## config.mk

```make
export PLATFORM = sky130hd
export DESIGN_NAME = aer_readout_scheduler
export DESIGN_NICKNAME = d
export VERILOG_FILES = /design/src/rtl/aer_readout_scheduler.sv
export SDC_FILE = /design/constraint.sdc
export NUM_CORES = 1
export LEC_CHECK = 0
export ABC_AREA = 1
export CORE_ASPECT_RATIO = 1.25
export CORE_MARGIN = 1
export CORE_UTILIZATION = 40
export CTS_CLUSTER_DIAMETER = 100
export DETAILED_ROUTE_END_ITERATION = 12
export HOLD_SLACK_MARGIN = 0.1
export PLACE_DENSITY = 0.67
export SETUP_SLACK_MARGIN = 0.5
export SYNTH_ARGS = -nofsm -noshare
export SYNTH_HDL_FRONTEND = slang
export SYNTH_SLANG_ARGS = --single-unit
```

## constraint.sdc

```tcl
create_clock -name clk_i -period 1.8 [get_ports clk_i]
set_input_delay 0.27 -clock clk_i [delete_from_list [all_inputs] [get_ports clk_i]]
set_output_delay 0.27 -clock clk_i [all_outputs]
set_load 0.1 [all_outputs]
```

## src/rtl/aer_readout_scheduler.sv

```systemverilog
// aer_readout_scheduler
// Sits above the top-level pixel arbiter tree. It gates the arbiter enable and
// stamps each granted pixel address with a free-running timestamp. The stamped
// words go into a small event FIFO and leave over a valid/ready link.
// Arbitration pauses while the FIFO is nearly full, so the last in-flight grant
// still has a free slot. The block also counts completed arbitration groups.
//
// Ports
//   clk_i, reset_i         clock, asynchronous active-high reset
//   run_i                  global readout enable (0 forces IDLE)
//   arb_req_i              a request is pending somewhere in the arbiter tree
//   arb_active_i           a pixel grant is valid this cycle
//   arb_x_add_i/arb_y_add_i granted row / column address
//   arb_grp_release_i      arbiter finished the current group
//   arb_enable_o           enable to the arbiter tree
//   evt_valid_o/evt_ready_i/evt_data_o  event link, data = {ts, x, y}
//   grp_cnt_o              wrapping count of completed groups
//   ovf_o                  sticky: an event was dropped
//   state_o                FSM state (IDLE=00, ARB=01, STALL=10)
module aer_readout_scheduler #(
    parameter int unsigned ADD_W  = 2,
    parameter int unsigned TS_W   = 16,
    parameter int unsigned DEPTH  = 4,
    parameter int unsigned GCNT_W = 8
) (
    input  logic                      clk_i,
    input  logic                      reset_i,
    input  logic                      run_i,
    input  logic                      arb_req_i,
    input  logic                      arb_active_i,
    input  logic [ADD_W-1:0]          arb_x_add_i,
    input  logic [ADD_W-1:0]          arb_y_add_i,
    input  logic                      arb_grp_release_i,
    output logic                      arb_enable_o,
    output logic                      evt_valid_o,
    input  logic                      evt_ready_i,
    output logic [TS_W+2*ADD_W-1:0]   evt_data_o,
    output logic [GCNT_W-1:0]         grp_cnt_o,
    output logic                      ovf_o,
    output logic [1:0]                state_o
);

    localparam int unsigned DATA_W = TS_W + 2 * ADD_W;
    localparam int unsigned PTR_W  = $clog2(DEPTH);
    localparam int unsigned CNT_W  = PTR_W + 1;

    localparam logic [CNT_W-1:0] FULL_CNT = CNT_W'(DEPTH);
    localparam logic [CNT_W-1:0] HIGH_CNT = CNT_W'(DEPTH - 1);
    localparam logic [CNT_W-1:0] LOW_CNT  = CNT_W'(DEPTH - 2);

    typedef enum logic [1:0] {
        S_IDLE  = 2'b00,
        S_ARB   = 2'b01,
        S_STALL = 2'b10
    } state_t;

    state_t              state;
    state_t              state_next;
    logic                enable_next;
    logic                grp_inc;

    logic [TS_W-1:0]     ts;

    logic [DATA_W-1:0]   mem [DEPTH];
    logic [PTR_W-1:0]    wr_ptr;
    logic [PTR_W-1:0]    rd_ptr;
    logic [PTR_W-1:0]    rd_ptr_next;
    logic [CNT_W-1:0]    count;
    logic [CNT_W-1:0]    count_next;
    logic [DATA_W-1:0]   push_word;
    logic [DATA_W-1:0]   head_next;
    logic                pop;
    logic                push_ok;
    logic                drop;

    // Free-running timestamp, runs in every state.
    always_ff @(posedge clk_i or posedge reset_i) begin
        if (reset_i) begin
            ts <= '0;
        end else begin
            ts <= ts + TS_W'(1);
        end
    end

    // FIFO control. A pop on the same edge frees a slot, so a push at full is
    // accepted in that case.
    always_comb begin
        push_word   = {ts, arb_x_add_i, arb_y_add_i};
        pop         = evt_valid_o & evt_ready_i;
        push_ok     = arb_active_i & ((count != FULL_CNT) | pop);
        drop        = arb_active_i & (count == FULL_CNT) & ~pop;
        rd_ptr_next = pop ? rd_ptr + PTR_W'(1) : rd_ptr;
        count_next  = count;
        case ({push_ok, pop})
            2'b10:   count_next = count + CNT_W'(1);
            2'b01:   count_next = count - CNT_W'(1);
            default: count_next = count;
        endcase
        // The next head may be the word being written on this edge (FIFO empty
        // after the pop), which is not in mem yet.
        if (push_ok && (wr_ptr == rd_ptr_next)) begin
            head_next = push_word;
        end else begin
            head_next = mem[rd_ptr_next];
        end
    end

    // Event storage; contents are don't-care until written.
    always_ff @(posedge clk_i) begin
        if (push_ok) begin
            mem[wr_ptr] <= push_word;
        end
    end

    // FIFO pointers, occupancy and registered head/valid outputs.
    always_ff @(posedge clk_i or posedge reset_i) begin
        if (reset_i) begin
            wr_ptr      <= '0;
            rd_ptr      <= '0;
            count       <= '0;
            evt_valid_o <= 1'b0;
            evt_data_o  <= '0;
            ovf_o       <= 1'b0;
        end else begin
            if (push_ok) begin
                wr_ptr <= wr_ptr + PTR_W'(1);
            end
            rd_ptr      <= rd_ptr_next;
            count       <= count_next;
            evt_valid_o <= (count_next != '0);
            evt_data_o  <= head_next;
            if (drop) begin
                ovf_o <= 1'b1;
            end
        end
    end

    // FSM state register; the enable is decoded from the next state so it
    // changes on the same edge as the state.
    always_ff @(posedge clk_i or posedge reset_i) begin
        if (reset_i) begin
            state        <= S_IDLE;
            arb_enable_o <= 1'b0;
        end else begin
            state        <= state_next;
            arb_enable_o <= enable_next;
        end
    end

    // FSM next-state logic. ARB looks at the post-edge count so the stall
    // leaves one free slot for the grant already in flight.
    always_comb begin
        state_next = state;
        if (!run_i) begin
            state_next = S_IDLE;
        end else begin
            case (state)
                S_IDLE: begin
                    if (arb_req_i) begin
                        state_next = S_ARB;
                    end
                end
                S_ARB: begin
                    if (arb_grp_release_i && !arb_req_i) begin
                        state_next = S_IDLE;
                    end else if (count_next >= HIGH_CNT) begin
                        state_next = S_STALL;
                    end
                end
                S_STALL: begin
                    if (count <= LOW_CNT) begin
                        state_next = arb_req_i ? S_ARB : S_IDLE;
                    end
                end
                default: state_next = S_IDLE;
            endcase
        end
    end

    // FSM output decode.
    always_comb begin
        enable_next = 1'b0;
        grp_inc     = 1'b0;
        if (state_next == S_ARB) begin
            enable_next = 1'b1;
        end
        if ((state == S_ARB) && arb_grp_release_i) begin
            grp_inc = 1'b1;
        end
    end

    // Completed-group counter, wraps naturally.
    always_ff @(posedge clk_i or posedge reset_i) begin
        if (reset_i) begin
            grp_cnt_o <= '0;
        end else if (grp_inc) begin
            grp_cnt_o <= grp_cnt_o + GCNT_W'(1);
        end
    end

    assign state_o = state;

endmodule
```

==> summary.md, run 1 <==
| Metric | Value |
|---|---|
| # DRC | 0 |
| Mapped Cells | 471 |
| Post-place setup slack | -0.182 ns |
| Placed cell areas | 6620 µm² |
| WL per Instance | 16.0 µm |
| Die Y | 134 µm |
| Initial Util | 41.5% |
| Peak VDD IR | 1.19 mV |
| Area contributors post-synth | edfxtp_1 43%, dfrtp_1 25%, nand2_1 5.2% |
| Drt first pass iters | 6 |
| Layout area overhead | 45.6% |
| # rows | 47 |
| Sw frac | 40.7% |
| Status | finished, final reports clean |
| CTS Sinks | 136 |
| Yosys top cell by area | edfxtp_1 |
| Final WL | 12400 µm |
| F_max | 568 MHz |
| Relative slew slack | 71.6% |
| Worst Skew | 0.00681 ns |
| # IOs | 44 |
| Crit Path Max Fanout | 4 |
| Syn Std Cell Area | 5560 µm² |
| H-Tree Depth | 4 |
| Critical path launch point type | flip-flop |
| Synth Area per Inst | 11.8 µm² |
| Clock tree buffer depth | 2 |
| Vias per std cell | 4.93 |
| Syn Nets | 489 |
| Combinational share of power | 47.6% |
| Post-route ant nets | 0 |
| Yosys top cell area share | 43.2% |
| Die Wd | 107 µm |
| Fin area | 8100 µm² |
| Post-DP HPWL | 7110 µm |
| Worst-margin pin slew | 0.424 ns |
| Iter 0 DRT Violations | 189 |
| Buffers on Ports | 43 |
| Sw power | 6.28 mW |
| Share of layout cells above drive strength 1 | 34.6% |
| Reg power frac | 28.8% |
| Final hold slack | 0.218 ns |
| CP arrival | 2.10 ns |
| Synth Warn # | 0 |
| Antenna Cells | 0 |
| Hold Fails Final Rpt | 0 |
| Fin crit period | 1.76 ns |
| Final setup fails | 0 |
| Synthesis-stage register bit count | 136 |
| Setup WS post-layout | 0.0398 ns |
| Clock Latency Late Sink | 0.41 ns |
| Clock power frac | 23.7% |
| First-pass GRT wire length | 19700 µm |
| Final period util | 97.8% |
| Initial antenna violation count | 0 |
| Fin cells | 773 |
| Critical path required time | 2.14 ns |
| Fin util | 60.4% |
| GRT Residual Overflow | 0 |
| Hold buffers post-CTS | 0 |
| CTS root buf | clkbuf_16 |
| P per Cell Area | 1900 nW/µm² |
| Internal | 9.15 mW |
| MaxCap Viol Count | 0 |
| CTS tree | done |
| CORE AREA | 13400 µm² |
| Post-synthesis sequential area ratio | 68.4% |
| Die area | 14400 µm² |
| Via count | 3808 |
| Dpl cells | 700 |
| Leak | 3.33 nW |
| Gpl congestion | 0.727 |
| RSZ-0062 raised after global routing | true |
| CTS buffer count | 17 |
| Largest net degree at the start of global routing | 42 |
| Layout Nets | 607 |
| Critical path endpoint category | flip-flop |
| Hold Crit Class | in -> async |
| R2R Setup Slk | 0.04 ns |
| Crit path kind | reg -> reg |
| Slew Limit Fails | 0 |
| Synth cell types | 34 |
| Clock transition at path regs | 0.06 ns |
| Number of global-route vias before repair | 3952 |
| Global-route usage over all layers | 18.4% |
## stage by stage
step	setup TNS (ns)	total power, mW
after floorplan	0	8.71
after global placement	-7.67	10.5
after detailed placement	-8.74	10.6
after CTS	0	15.1
after global routing	-0.0752	16.2
final	0	15.4
## worst paths after layout
path | startpoint | end | cells after the start
worst max-delay path | evt_valid_o | state_o[1] | 10
worst min-delay path | reset_i | evt_valid_o | 2
worst max register to register | evt_valid_o | state_o[1] | 10
worst min register to register | ovf_o | ovf_o | 1
max in group asynchronous | reset_i | ts[7] | 3
min in group clk_i | run_i | state_o[1] | 3
## critical path: stages (launching register included)
cell	delay (ns)
dfrtp_4	0.50
nand2_8	0.10
nor2_4	0.05
fa_2	0.34
nand4_1	0.14
nand2_1	0.12
nand2_1	0.10
nand2_2	0.09
nand2_1	0.07
nand2_1	0.06
a21oi_2	0.12
## cells in the mapped netlist, drive strengths merged
| cell | number |
|---|---|
| edfxtp | 80 |
| nand2 | 80 |
| nor2 | 59 |
| dfrtp | 56 |
| inv | 42 |
| o21ai | 41 |
| o211ai | 20 |
| or2 | 20 |
| xor2 | 17 |
| buf | 10 |
| nand3 | 10 |
| a21oi | 6 |
| clkbuf | 6 |
| ha | 6 |
| nand4 | 5 |
| xnor2 | 5 |
| nor3 | 3 |
| a211oi | 1 |
| a41o | 1 |
| fa | 1 |
| nand3b | 1 |
| nor4 | 1 |
## placed cells by master, fill, tap and decap left out, drive strengths merged
cell	count
nand4	5
dfrtp	56
dlymetal6s2s	1
xnor2	5
nand3	10
bufinv	4
inv	43
clkbuf	21
buf	105
edfxtp	80
a41o	1
nand2	80
a21oi	6
fa	1
or2	20
nand3b	1
clkinv	4
xor2	17
nor4	1
a211oi	1
clkinvlp	2
ha	6
nor3	3
clkdlybuf4s50	9
nor2	59
o21ai	41
o211ai	20
## power groups by stage
stage / Sequential, mW / Combinational, mW / Clock [mW]
3_3_place_gp: 4.41 / 6.04 / 0
3_5_place_dp: 4.42 / 6.16 / 0
5_1_grt: 4.50 / 7.86 / 3.83
6_report: 4.44 / 7.34 / 3.65
4_1_cts: 4.41 / 6.96 / 3.70
2_1_floorplan: 6.37 / 2.35 / 0
## repair_timing
item	4_1_cts	5_1_grt
buffers inserted	26	12
gates cloned	3	0
gates resized for setup	85	41
pin swaps	17	12
endpoints found under the setup margin	145	140
endpoints found under the hold margin	0	0
## per-layer routing
metal / routed length, µm / up-vias / track usage [%]
met5: 0 / - / 0
met4: 234 / 0 / 6.32
met3: 559 / 23 / 5.34
met2: 6790 / 100 / 32.5
met1: 4790 / 1854 / 21.0
li1: - / 1831 / -
## cell type report
| cell class | count | area (µm²) |
|---|---|---|
| repair buffers | 115 | 1480 |
| well taps | 171 | 214 |
| multi-input cells | 277 | 1790 |
| fillers | 998 | 5310 |
| clock buffers | 21 | 460 |
| clock inverters | 11 | 168 |
| flip-flops and latches | 136 | 3820 |
| inverters | 42 | 171 |
## flip-flops by register name, indices dropped and copies added, names as in the netlist
signal        count
wr_ptr            2
count             3
mem              80
ovf_o             1
evt_data_o       20
state_o           2
evt_valid_o       1
grp_cnt_o         8
ts               16
rd_ptr            2
arb_enable_o      1
## kinds of logic (layout without fill, tap and decap cells)
logic type | Yosys count | count (layout) | share of synthesized area (%)
fa+ha+maj | 7 | 7 | 1.71
xor+xnor | 22 | 22 | 3.80
flops | 136 | 136 | 68.4
simple gates | 179 | 179 | 14.3
compound gates | 69 | 69 | 7.38
buf+inv | 58 | 189 | 4.45
(Power assumes the default switching activity.)
==> run 2: changes to the inputs <==
Settings changed: CORE_MARGIN 1 to 8, SKIP_LAST_GASP from default to 1.
==> run 2 against run 1 <==
Critical path depth is the same; register-to-register slack lost 0.02 ns; non-clock buffer count grew 4; sequential share of layout area shrank 0.64 points; combinational power grew 7.5%; clock skew grew 0.0028 ns; wire length grew 15%; die area grew 25%; clock power shrank 2%.
==> summary.md, run 2 (synthesis gave the netlist of run 1 again) <==
| Metric | Value |
|---|---|
| Hold Crit Class | in -> async |
| Initial antenna violation count | 0 |
| RSZ-0062 raised after global routing | true |
| MaxCap Viol Count | 0 |
| Most frequent CP cell | nand2_8 |
| Clock tree buffer depth | 2 |
| Fin area | 8220 µm² |
| # rows | 48 |
| Antenna Cells | 0 |
| Top Family by Delay on Critical Path | simple AND/OR/NAND/NOR gates |
| Crit path kind | reg -> reg |
| Commonest non-fill, non-tap cell in the layout | edfxtp_1 |
| Post-DP HPWL | 7380 µm |
| Drt first pass iters | 4 |
| Layout Nets | 611 |
| Dpl cells | 703 |
| Global-route usage over all layers | 14.4% |
| Share of layout cells above drive strength 1 | 36.5% |
| Final setup fails | 0 |
| Slew Limit Fails | 0 |
| Layout area overhead | 47.7% |
| CTS buffer count | 17 |
| CORE AREA | 13700 µm² |
| Iter 0 DRT Violations | 329 |
| Die Wd | 121 µm |
| Max reg flops | 80 |
| CP arrival | 2.06 ns |
| Worst-path cell chain | nand2_8 -> inv_8 -> nand2_8 -> xor2_4 -> inv_2 -> nand2_2 -> nand3_4 -> clkbuf_16 -> nand2_1 -> o21ai_1 |
| Post-route ant nets | 0 |
| Critical path required time | 2.08 ns |
| CTS root buf | clkbuf_16 |
| H-Tree Depth | 4 |
| CP Launch Point | evt_valid_o |
| Final period util | 98.9% |
| CTS tree | done |
| Worst Skew | 0.00959 ns |
| Status | finished, final reports clean |
| CTS Sinks | 136 |
| Setup WS post-layout | 0.0202 ns |
| Worst path max stage delay | 0.50 ns |
| Leak | 3.39 nW |
| FF-to-FF Start | evt_valid_o |
| Critical path launch point type | flip-flop |
| CP bufs+invs | 3 |
| Via count | 3920 |
| Fin util | 60.0% |
| Post-place setup slack | -0.149 ns |
| Worst-margin pin slew | 0.582 ns |
| F_max | 562 MHz |
| R2R depth | 10 |
| Critical path endpoint category | flip-flop |
| Gpl congestion | 0.750 |
| Register name with the most flops | mem |
| Largest net degree at the start of global routing | 41 |
| # DRC | 0 |
| Final WL | 14200 µm |
| Fin crit period | 1.78 ns |
| Final hold slack | 0.283 ns |
| GRT Residual Overflow | 0 |
| Buffers on Ports | 43 |
| Relative slew slack | 61.1% |
| Initial Util | 40.6% |
| Number of global-route vias before repair | 4009 |
| WL per Instance | 18.3 µm |
| Peak VDD IR | 1.33 mV |
| Vias per std cell | 5.03 |
| Clock Latency Late Sink | 0.41 ns |
| CP max stage cell | dfrtp_4 |
| Largest registers | mem: 80 flops, evt_data_o: 20 flops, ts: 16 flops |
| Placed cell areas | 6660 µm² |
| Commonest non-fill, non-tap cells in the layout | 80 x edfxtp_1, 58 x nand2_1, 48 x nor2_1 |
| Worst r2r dst | evt_data_o[8] |
| # fillers | 972 |
| R2R Setup Slk | 0.02 ns |
| Hold buffers post-CTS | 0 |
| Clock transition at path regs | 0.06 ns |
| Crit Path Max Fanout | 5 |
| Fin cells | 780 |
| First-pass GRT wire length | 20100 µm |
| Die Y | 148 µm |
| Die area | 18000 µm² |
| # IOs | 44 |
| Hold Fails Final Rpt | 0 |
| P per Cell Area | 1940 nW/µm² |
[run 2: how the worst max path moves through the flow]
stage	end	depth (start not counted)
2_1_floorplan	evt_data_o[10]	11
3_3_place_gp	evt_data_o[10]	11
3_5_place_dp	arb_enable_o	9
4_1_cts	evt_data_o[10]	11
5_1_grt	evt_data_o[8]	11
6_report	evt_data_o[8]	10
[run 2: through the flow]
step / TNS [ns] / power (mW)
after global placement: -7.76 / 10.6
after CTS: 0 / 14.9
final: 0 / 15.9
after detailed placement: -9.44 / 10.7
after global routing: -0.0551 / 16.6
after floorplan: 0 / 8.71
[run 2: layout make-up]
type / instances / area (µm²) / share of cell area [%]
clock inverters: 10 / 144 / 1.75
flip-flops and latches: 136 / 3820 / 46.6
multi-input cells: 277 / 1810 / 22.0
clock buffers: 21 / 470 / 5.73
well taps: 175 / 219 / 2.66
inverters: 42 / 176 / 2.15
repair buffers: 119 / 1580 / 19.2
[run 2: timing repair]
| action | 4_1_cts | 5_1_grt |
|---|---|---|
| setup endpoints to repair | 142 | 129 |
| pin swaps | 9 | 24 |
| buffers inserted | 20 | 16 |
| gates resized for setup | 65 | 59 |
| gates cloned | 2 | 8 |
[run 2: where the power goes]
part	total (mW)	internal, mW	switching (mW)	leakage [nW]
combinational	7.89	2.97	4.92	1.63
clock	3.56	2.29	1.27	0.292
sequential	4.46	4.03	0.429	1.47
[run 2: per-layer routing]
metal  wire, µm  GRT usage (%)  vias up
met3        817           3.82       17
met2       7760           25.6      120
met1       5410           15.8     1954
met5          0              0        -
met4        245           5.75        0
li1           -              -     1829
